==> src/rtl/hs_resp_slave_pkg.sv <==
// Shared types, response codes and parity helper for the hs_resp_slave slice.
package hs_pkg;
  typedef logic [1:0]  resp_t;
  typedef logic [31:0] hs_word_t;

  localparam resp_t RESP_OKAY   = 2'b00;
  localparam resp_t RESP_SLVERR = 2'b10;

  function automatic logic even_par(hs_word_t w);
    return ^w;
  endfunction
endpackage

==> src/rtl/hs_resp_slave_if.sv <==
// Forward data channel plus response return path; parity pins exist only
// when HS_RESP_PARITY_EN is defined.
interface hs_resp_slave_if #(parameter int DEPTH = 4);
  import hs_pkg::*;
  localparam int CW = $clog2(DEPTH) + 1;

  hs_word_t        data;
  logic            valid;
  logic            ready;
  hs_word_t        resp_data;
  resp_t           resp_code;
  logic            resp_valid;
  logic            resp_ready;
  logic [CW-1:0]   resp_count;
`ifdef HS_RESP_PARITY_EN
  logic            data_par;
  logic            resp_par;

  modport master (output data, valid, resp_ready, data_par,
                  input  ready, resp_data, resp_code, resp_valid, resp_count, resp_par);
  modport slave  (input  data, valid, resp_ready, data_par,
                  output ready, resp_data, resp_code, resp_valid, resp_count, resp_par);
`else
  modport master (output data, valid, resp_ready,
                  input  ready, resp_data, resp_code, resp_valid, resp_count);
  modport slave  (input  data, valid, resp_ready,
                  output ready, resp_data, resp_code, resp_valid, resp_count);
`endif
endinterface

==> src/rtl/hs_resp_slave_sync_fifo.sv <==
// Synchronous FIFO, power-of-two DEPTH, async active-high reset.
// count_next is exported so the owner can register a look-ahead ready.
module hs_sync_fifo #(
  parameter int WIDTH = 34,
  parameter int DEPTH = 4,
  localparam int AW = $clog2(DEPTH),
  localparam int CW = AW + 1
) (
  input  logic             clk,
  input  logic             reset,
  input  logic             push,
  input  logic [WIDTH-1:0] wdata,
  input  logic             pop,
  output logic [WIDTH-1:0] rdata,
  output logic             full,
  output logic             empty,
  output logic [CW-1:0]    count,
  output logic [CW-1:0]    count_next
);
  logic [DEPTH-1:0][WIDTH-1:0] mem_q;
  logic [AW-1:0]               wr_ptr_q, rd_ptr_q;
  logic [CW-1:0]               count_q, count_d;
  logic                        push_ok, pop_ok;

  assign full    = (count_q == CW'(DEPTH));
  assign empty   = (count_q == '0);
  assign push_ok = push && !full;
  assign pop_ok  = pop && !empty;

  always_comb begin
    count_d = count_q;
    case ({push_ok, pop_ok})
      2'b10:   count_d = count_q + CW'(1);
      2'b01:   count_d = count_q - CW'(1);
      default: count_d = count_q;
    endcase
  end

  // Pointers are AW bits wide, so they wrap modulo DEPTH on their own.
  always_ff @(posedge clk or posedge reset) begin
    if (reset) begin
      mem_q    <= '0;
      wr_ptr_q <= '0;
      rd_ptr_q <= '0;
      count_q  <= '0;
    end else begin
      if (push_ok) begin
        mem_q[wr_ptr_q] <= wdata;
        wr_ptr_q        <= wr_ptr_q + AW'(1);
      end
      if (pop_ok) rd_ptr_q <= rd_ptr_q + AW'(1);
      count_q <= count_d;
    end
  end

  assign rdata      = mem_q[rd_ptr_q];
  assign count      = count_q;
  assign count_next = count_d;
endmodule

==> src/rtl/hs_resp_slave.sv <==
// Response slave: accepts beats, range-checks them, returns one status beat each.
// Optional parity checking/generation under HS_RESP_PARITY_EN.
module hs_resp_slave
  import hs_pkg::*;
#(
  parameter int          DEPTH     = 4,
  parameter logic [31:0] ADDR_BASE = 32'h1000_0000,
  parameter logic [31:0] ADDR_SIZE = 32'h0001_0000
) (
  input  logic            clk,
  input  logic            reset,
  hs_resp_slave_if.slave  bus
);
  localparam int CW = $clog2(DEPTH) + 1;
  // 33-bit window so BASE+SIZE carrying past 2^32 still covers up to 32'hFFFF_FFFF.
  localparam logic [32:0] WIN_LO = {1'b0, ADDR_BASE};
  localparam logic [32:0] WIN_HI = {1'b0, ADDR_BASE} + {1'b0, ADDR_SIZE};

  logic          ready_q, ready_d;
  logic          in_range, bad_beat;
  resp_t         code;
  logic          push, pop, full, empty;
  logic [CW-1:0] count, count_next;
  logic [33:0]   rdata;

  assign in_range = ({1'b0, bus.data} >= WIN_LO) && ({1'b0, bus.data} < WIN_HI);
`ifdef HS_RESP_PARITY_EN
  assign bad_beat = !in_range || (even_par(bus.data) != bus.data_par);
`else
  assign bad_beat = !in_range;
`endif
  assign code = bad_beat ? RESP_SLVERR : RESP_OKAY;

  assign push = bus.valid && ready_q;
  assign pop  = bus.resp_valid && bus.resp_ready;

  hs_sync_fifo #(.WIDTH(34), .DEPTH(DEPTH)) u_fifo (
    .clk        (clk),
    .reset      (reset),
    .push       (push),
    .wdata      ({code, bus.data}),
    .pop        (pop),
    .rdata      (rdata),
    .full       (full),
    .empty      (empty),
    .count      (count),
    .count_next (count_next)
  );

  // Registered look-ahead ready: a pop frees a slot only from the next cycle.
  assign ready_d = (count_next < CW'(DEPTH));

  always_ff @(posedge clk or posedge reset) begin
    if (reset) ready_q <= 1'b0;
    else       ready_q <= ready_d;
  end

  assign bus.ready      = ready_q;
  assign bus.resp_valid = !empty;
  assign bus.resp_data  = rdata[31:0];
  assign bus.resp_code  = rdata[33:32];
  assign bus.resp_count = count;
`ifdef HS_RESP_PARITY_EN
  assign bus.resp_par   = even_par(bus.resp_data);
`endif

  logic unused_full;
  assign unused_full = full;
endmodule

==> src/flat_wrapper.sv <==
// flat-port wrapper written by rule: the top's interface ports become plain ports
module hs_resp_slave_flat import hs_pkg::*;
#(
  parameter int          DEPTH     = 4,
  parameter logic [31:0] ADDR_BASE = 32'h1000_0000,
  parameter logic [31:0] ADDR_SIZE = 32'h0001_0000
)
  (clk, reset, bus_data, bus_valid, bus_resp_ready, bus_ready, bus_resp_data, bus_resp_code, bus_resp_valid, bus_resp_count);
  hs_resp_slave_if #(.DEPTH(DEPTH)) bus_i ();
  input  logic clk;
  input  logic reset;
  input wire logic [$bits(bus_i.data)-1:0] bus_data;
  input wire logic [$bits(bus_i.valid)-1:0] bus_valid;
  input wire logic [$bits(bus_i.resp_ready)-1:0] bus_resp_ready;
  output wire logic [$bits(bus_i.ready)-1:0] bus_ready;
  output wire logic [$bits(bus_i.resp_data)-1:0] bus_resp_data;
  output wire logic [$bits(bus_i.resp_code)-1:0] bus_resp_code;
  output wire logic [$bits(bus_i.resp_valid)-1:0] bus_resp_valid;
  output wire logic [$bits(bus_i.resp_count)-1:0] bus_resp_count;
  assign bus_i.data = bus_data;
  assign bus_i.valid = bus_valid;
  assign bus_i.resp_ready = bus_resp_ready;
  assign bus_ready = bus_i.ready;
  assign bus_resp_data = bus_i.resp_data;
  assign bus_resp_code = bus_i.resp_code;
  assign bus_resp_valid = bus_i.resp_valid;
  assign bus_resp_count = bus_i.resp_count;
  hs_resp_slave #(.DEPTH(DEPTH), .ADDR_BASE(ADDR_BASE), .ADDR_SIZE(ADDR_SIZE)) u_core (.clk(clk), .reset(reset), .bus(bus_i));
endmodule
==> config.mk <==
export PLATFORM = sky130hd
export DESIGN_NAME = hs_resp_slave_flat
export DESIGN_NICKNAME = d
export VERILOG_FILES = /design/src/rtl/hs_resp_slave_pkg.sv /design/src/rtl/hs_resp_slave_if.sv /design/src/rtl/hs_resp_slave_sync_fifo.sv /design/src/rtl/hs_resp_slave.sv /design/src/flat_wrapper.sv
export SDC_FILE = /design/constraint.sdc
export NUM_CORES = 1
export LEC_CHECK = 0
export ABC_AREA = 1
export BUFFER_PORTS_ARGS = -buffer_cell sky130_fd_sc_hd__buf_4
export CAP_MARGIN = 40
export CORE_MARGIN = 2
export CORE_UTILIZATION = 35
export DETAILED_ROUTE_END_ITERATION = 10
export PLACE_DENSITY_LB_ADDON = 0.08
export SLEW_MARGIN = 40
export SYNTH_ARGS = -nofsm -noshare
export SYNTH_HDL_FRONTEND = slang
export SYNTH_SLANG_ARGS = --single-unit
==> constraint.sdc <==
create_clock -name clk -period 14.85 [get_ports clk]
set_clock_uncertainty 0.2 [all_clocks]
set_input_delay 2.97 -clock clk [delete_from_list [all_inputs] [get_ports clk]]
set_output_delay 2.97 -clock clk [all_outputs]
set_load 0.005 [all_outputs]
==> impl_summary.log <==
[metrics] vias per cell: 5.02
[metrics] net count after synthesis: around 760
[metrics] share of post-route cells with drive strength above 1: 22.1%
[metrics] number of cell rows: slightly below 50
[metrics] gate count of the mapped netlist: 717
[metrics] routability-driven placement congestion ratio: 0.735
[metrics] RSZ-0062 raised after global routing: no
[metrics] worst flop-to-flop path startpoint: u_core.u_fifo.count[0]
[metrics] post-route ant nets: 0
[metrics] post-cts repair resize count: 0
[metrics] cell area after technology mapping: roughly 0.0065 mm^2
[metrics] initial drt markers: a little over 400
[metrics] share of the synthesized area in the top cell type: 54.0%
[metrics] Root Buffer: sky130_fd_sc_hd__clkbuf_16
[metrics] Worst Path Class, Setup: flip-flop to primary output
[metrics] leading cell types in the layout, fill and taps excluded: sky130_fd_sc_hd__nand2_1 (152), sky130_fd_sc_hd__dfrtp_1 (139), sky130_fd_sc_hd__o21ai_0 (99)
[metrics] Max Cap Viol: 0
[metrics] Cell variety after synth: 23
[metrics] startpoint kind of the worst setup timing path: flip-flop
[metrics] Starting Density: 35.8%
[metrics] filler cell count: 1777
[metrics] number of diodes: 0
[metrics] arrival time reported for the critical path endpoint: 2330 ps
[metrics] average wire per cell in the routed design: 16.0 um
[metrics] deepest clock path buffer count: 2
[metrics] Tcrit/Tclk final: 37.0%
[metrics] Total Die Area: 0.0196 mm^2
[metrics] vias in the first global route: 4973
[metrics] Yosys top cell by area: sky130_fd_sc_hd__dfrtp_1
[metrics] aggregate global routing overflow: 0
[metrics] Syn Area/Cell: roughly 9.0 um^2
[metrics] Critical Path Sink Type: primary output
[metrics] via count: 5074
[metrics] most frequently used flop master after synthesis: sky130_fd_sc_hd__dfrtp_1
[metrics] CTS H-tree lvls: 4
[metrics] result of the run: complete, but fails checks
[metrics] Clock Pin Slew Worst Setup and Hold Paths: ~60 ps
[metrics] count of endpoints failing setup in the final report: 0
[metrics] relative slew slack: between 40% and 50%
[metrics] worst hold-check slack: between 200 and 300 ps
[metrics] I/O Buffers: between 70 and 80
[metrics] power density of the placed cells: 242 mW/mm^2
[metrics] width of the die: ~140 um
[metrics] number of remaining DRC errors: 4
[metrics] highest-delay cell along the critical path: sky130_fd_sc_hd__inv_1
[metrics] worst hold path startpoint: u_core.u_fifo.mem_q[43]
[metrics] EDFF count, synth: 0
[metrics] First-pass DRT Iterations: 8
[metrics] first-pass GRT wire length: 26700 um
[metrics] antenna violations before repair: 0
[metrics] Setup TNS: 0 ps
[metrics] die span in y: between 100 and 150 um
[metrics] Worst Setup Slack, final: 9350 ps
[metrics] top routing layer in use: met4
[metrics] most common library cell in the layout ignoring fill and taps: sky130_fd_sc_hd__nand2_1
[metrics] most prevalent standard cell on the critical path: sky130_fd_sc_hd__buf_4
[metrics] leading post-synthesis cells by cell area: sky130_fd_sc_hd__dfrtp_1 (54%), sky130_fd_sc_hd__nand2_1 (8.8%), sky130_fd_sc_hd__o21ai_0 (7.6%)
[metrics] violated checks: DRC
[metrics] number of warnings reported in the yosys synthesis log: 0
[metrics] number of buffers inserted by post-CTS setup repair: 0
[metrics] Clk Latency, worst-skew pair: between 400 and 500 ps
[metrics] flip-flop and latch count after synthesis: 140
[metrics] fmax: 182 MHz
[metrics] Routed met1 length: 7470 um
[metrics] stage delay of the slowest cell on the critical path: 480 ps
[metrics] Leakage: about 3.7 nW
[metrics] total clock buffers created by CTS: 17
[metrics] maximum vdd drop: 0.121 mV
[metrics] Crit. Startpoint: u_core.u_fifo.rd_ptr_q[1]
[metrics] total track usage: 17.6%
[metrics] Max FO, Critical Path: 35
[metrics] Post-CTS Hold Fix Bufs: 0
[metrics] HP Class: flip-flop to flip-flop
[metrics] worst slew pin tran: 767 ps
[metrics] cell chain of the critical path: buf_4, inv_1, buf_4, o21ai_0, o22ai_1, buf_4
[metrics] routed wl met3: between 800 and 900 um
[metrics] share of the yosys chip area belonging to registers: 54.0%
[metrics] Final min period: 5500 ps
[metrics] fraction of synthesis flops using an asynchronous set or reset pin: 100%
[metrics] sink count of the clock tree: 140
[metrics] Slew Viols, Final: 0
[metrics] routed wire length: 16100 um
[metrics] data required time of the worst path: about 12000 ps
[metrics] clock tree from TritonCTS: done
[metrics] I/O pin total: 75
[metrics] worst slack, placed: 9790 ps
[metrics] Final HPWL DP: slightly below 10000 um
[metrics] Final Util: 42.7%
[metrics] final layout net count: 811
[metrics] routed length on met2: between 7000 and 8000 um
[metrics] area inside the core boundary: roughly 0.018 mm^2
[metrics] number of failing hold endpoints at the final stage: 0
[metrics] area grow syn2layout: 19.2%
[metrics] largest net degree at the start of global routing: 74
## final timing paths
kind / endpoint / slack (ps) / cells past startpoint
max: bus_resp_data[26] / 9350 / 6
min: u_core.u_fifo.mem_q[43] / 280 / 2
max reg2reg: u_core.bus.ready / 12550 / 11
min reg2reg: u_core.u_fifo.mem_q[43] / 280 / 2
max in group asynchronous: u_core.u_fifo.rd_ptr_q[0] / 10870 / 3
min in group asynchronous: u_core.u_fifo.mem_q[10] / 2470 / 2
## cell families (layout without fill, tap and decap cells)
family | count (synthesis) | after routing | share of synthesized area (%)
AO/OA/AOI/OAI | 230 | 230 | 21.2
other | 1 | 1 | 0.0578
adder cells (fa/ha/maj) | 6 | 6 | 1.27
flip-flops | 140 | 140 | 54.0
AND/OR/NAND/NOR | 237 | 237 | 14.4
XOR/XNOR | 4 | 4 | 0.541
buffers and inverters | 99 | 164 | 8.47
## metal layers
| metal | track usage [%] | vias up |
|---|---|---|
| met5 | 0 | - |
| met4 | 5.42 | 0 |
| met3 | 4.48 | 20 |
| met2 | 28.2 | 131 |
| met1 | 23.5 | 2459 |
| li1 | - | 2464 |
## cells in the mapped netlist (3+ instances only)
cell                       number
sky130_fd_sc_hd__nand2_1      152
sky130_fd_sc_hd__dfrtp_1      140
sky130_fd_sc_hd__o21ai_0       99
sky130_fd_sc_hd__nor2_1        77
sky130_fd_sc_hd__o21ai_2       49
sky130_fd_sc_hd__o21ai_1       48
sky130_fd_sc_hd__inv_1         46
sky130_fd_sc_hd__o22ai_1       33
sky130_fd_sc_hd__buf_6         20
sky130_fd_sc_hd__clkbuf_1      13
sky130_fd_sc_hd__buf_2          9
sky130_fd_sc_hd__ha_1           5
sky130_fd_sc_hd__clkbuf_2       4
sky130_fd_sc_hd__inv_2          4
sky130_fd_sc_hd__nand3_2        4
sky130_fd_sc_hd__buf_4          3
sky130_fd_sc_hd__nand3_1        3
sky130_fd_sc_hd__xor2_1         3
## cell type report
class                      count  area (um^2)  share of cell area [%]
clock buffer                  20          457                    5.91
clock inverter                12          240                    3.11
inverter                      50          193                    2.49
multi-input combinational    478         2430                    31.4
sequential                   140         3500                    45.3
tap                          229          287                    3.71
timing repair buffer          82          619                    8.01
## critical path, delay by kind of cell, from the launching register on
family                 cells  cell delay (ps)
AOI/OAI and AO/OA          2              280
buffers and inverters      4             1250
DFF                        1              360
## flip-flops by register name, summed over array words and instances, names as in the netlist, named ones only
| name | cells |
|---|---|
| u_core.u_fifo.mem_q | 132 |
| u_core.u_fifo.rd_ptr_q | 2 |
| u_core.bus.ready | 1 |
| u_core.u_fifo.wr_ptr_q | 2 |
| u_core.u_fifo.count | 2 |
## through the flow
stage	power, mW	area [um^2]	std cells
after global routing	2.02	7730	1011
after global placement	1.37	7030	979
after floorplan	1.11	6480	717
final	1.87	7730	1011
after CTS	1.90	7730	1011
after detailed placement	1.39	7030	979
## where the power goes
part           switching (mW)  total (mW)  internal [mW]
Clock                   0.163       0.503          0.340
Combinational           0.412       0.724          0.312
Sequential             0.0915       0.645          0.554
(Power assumes the default switching activity.)
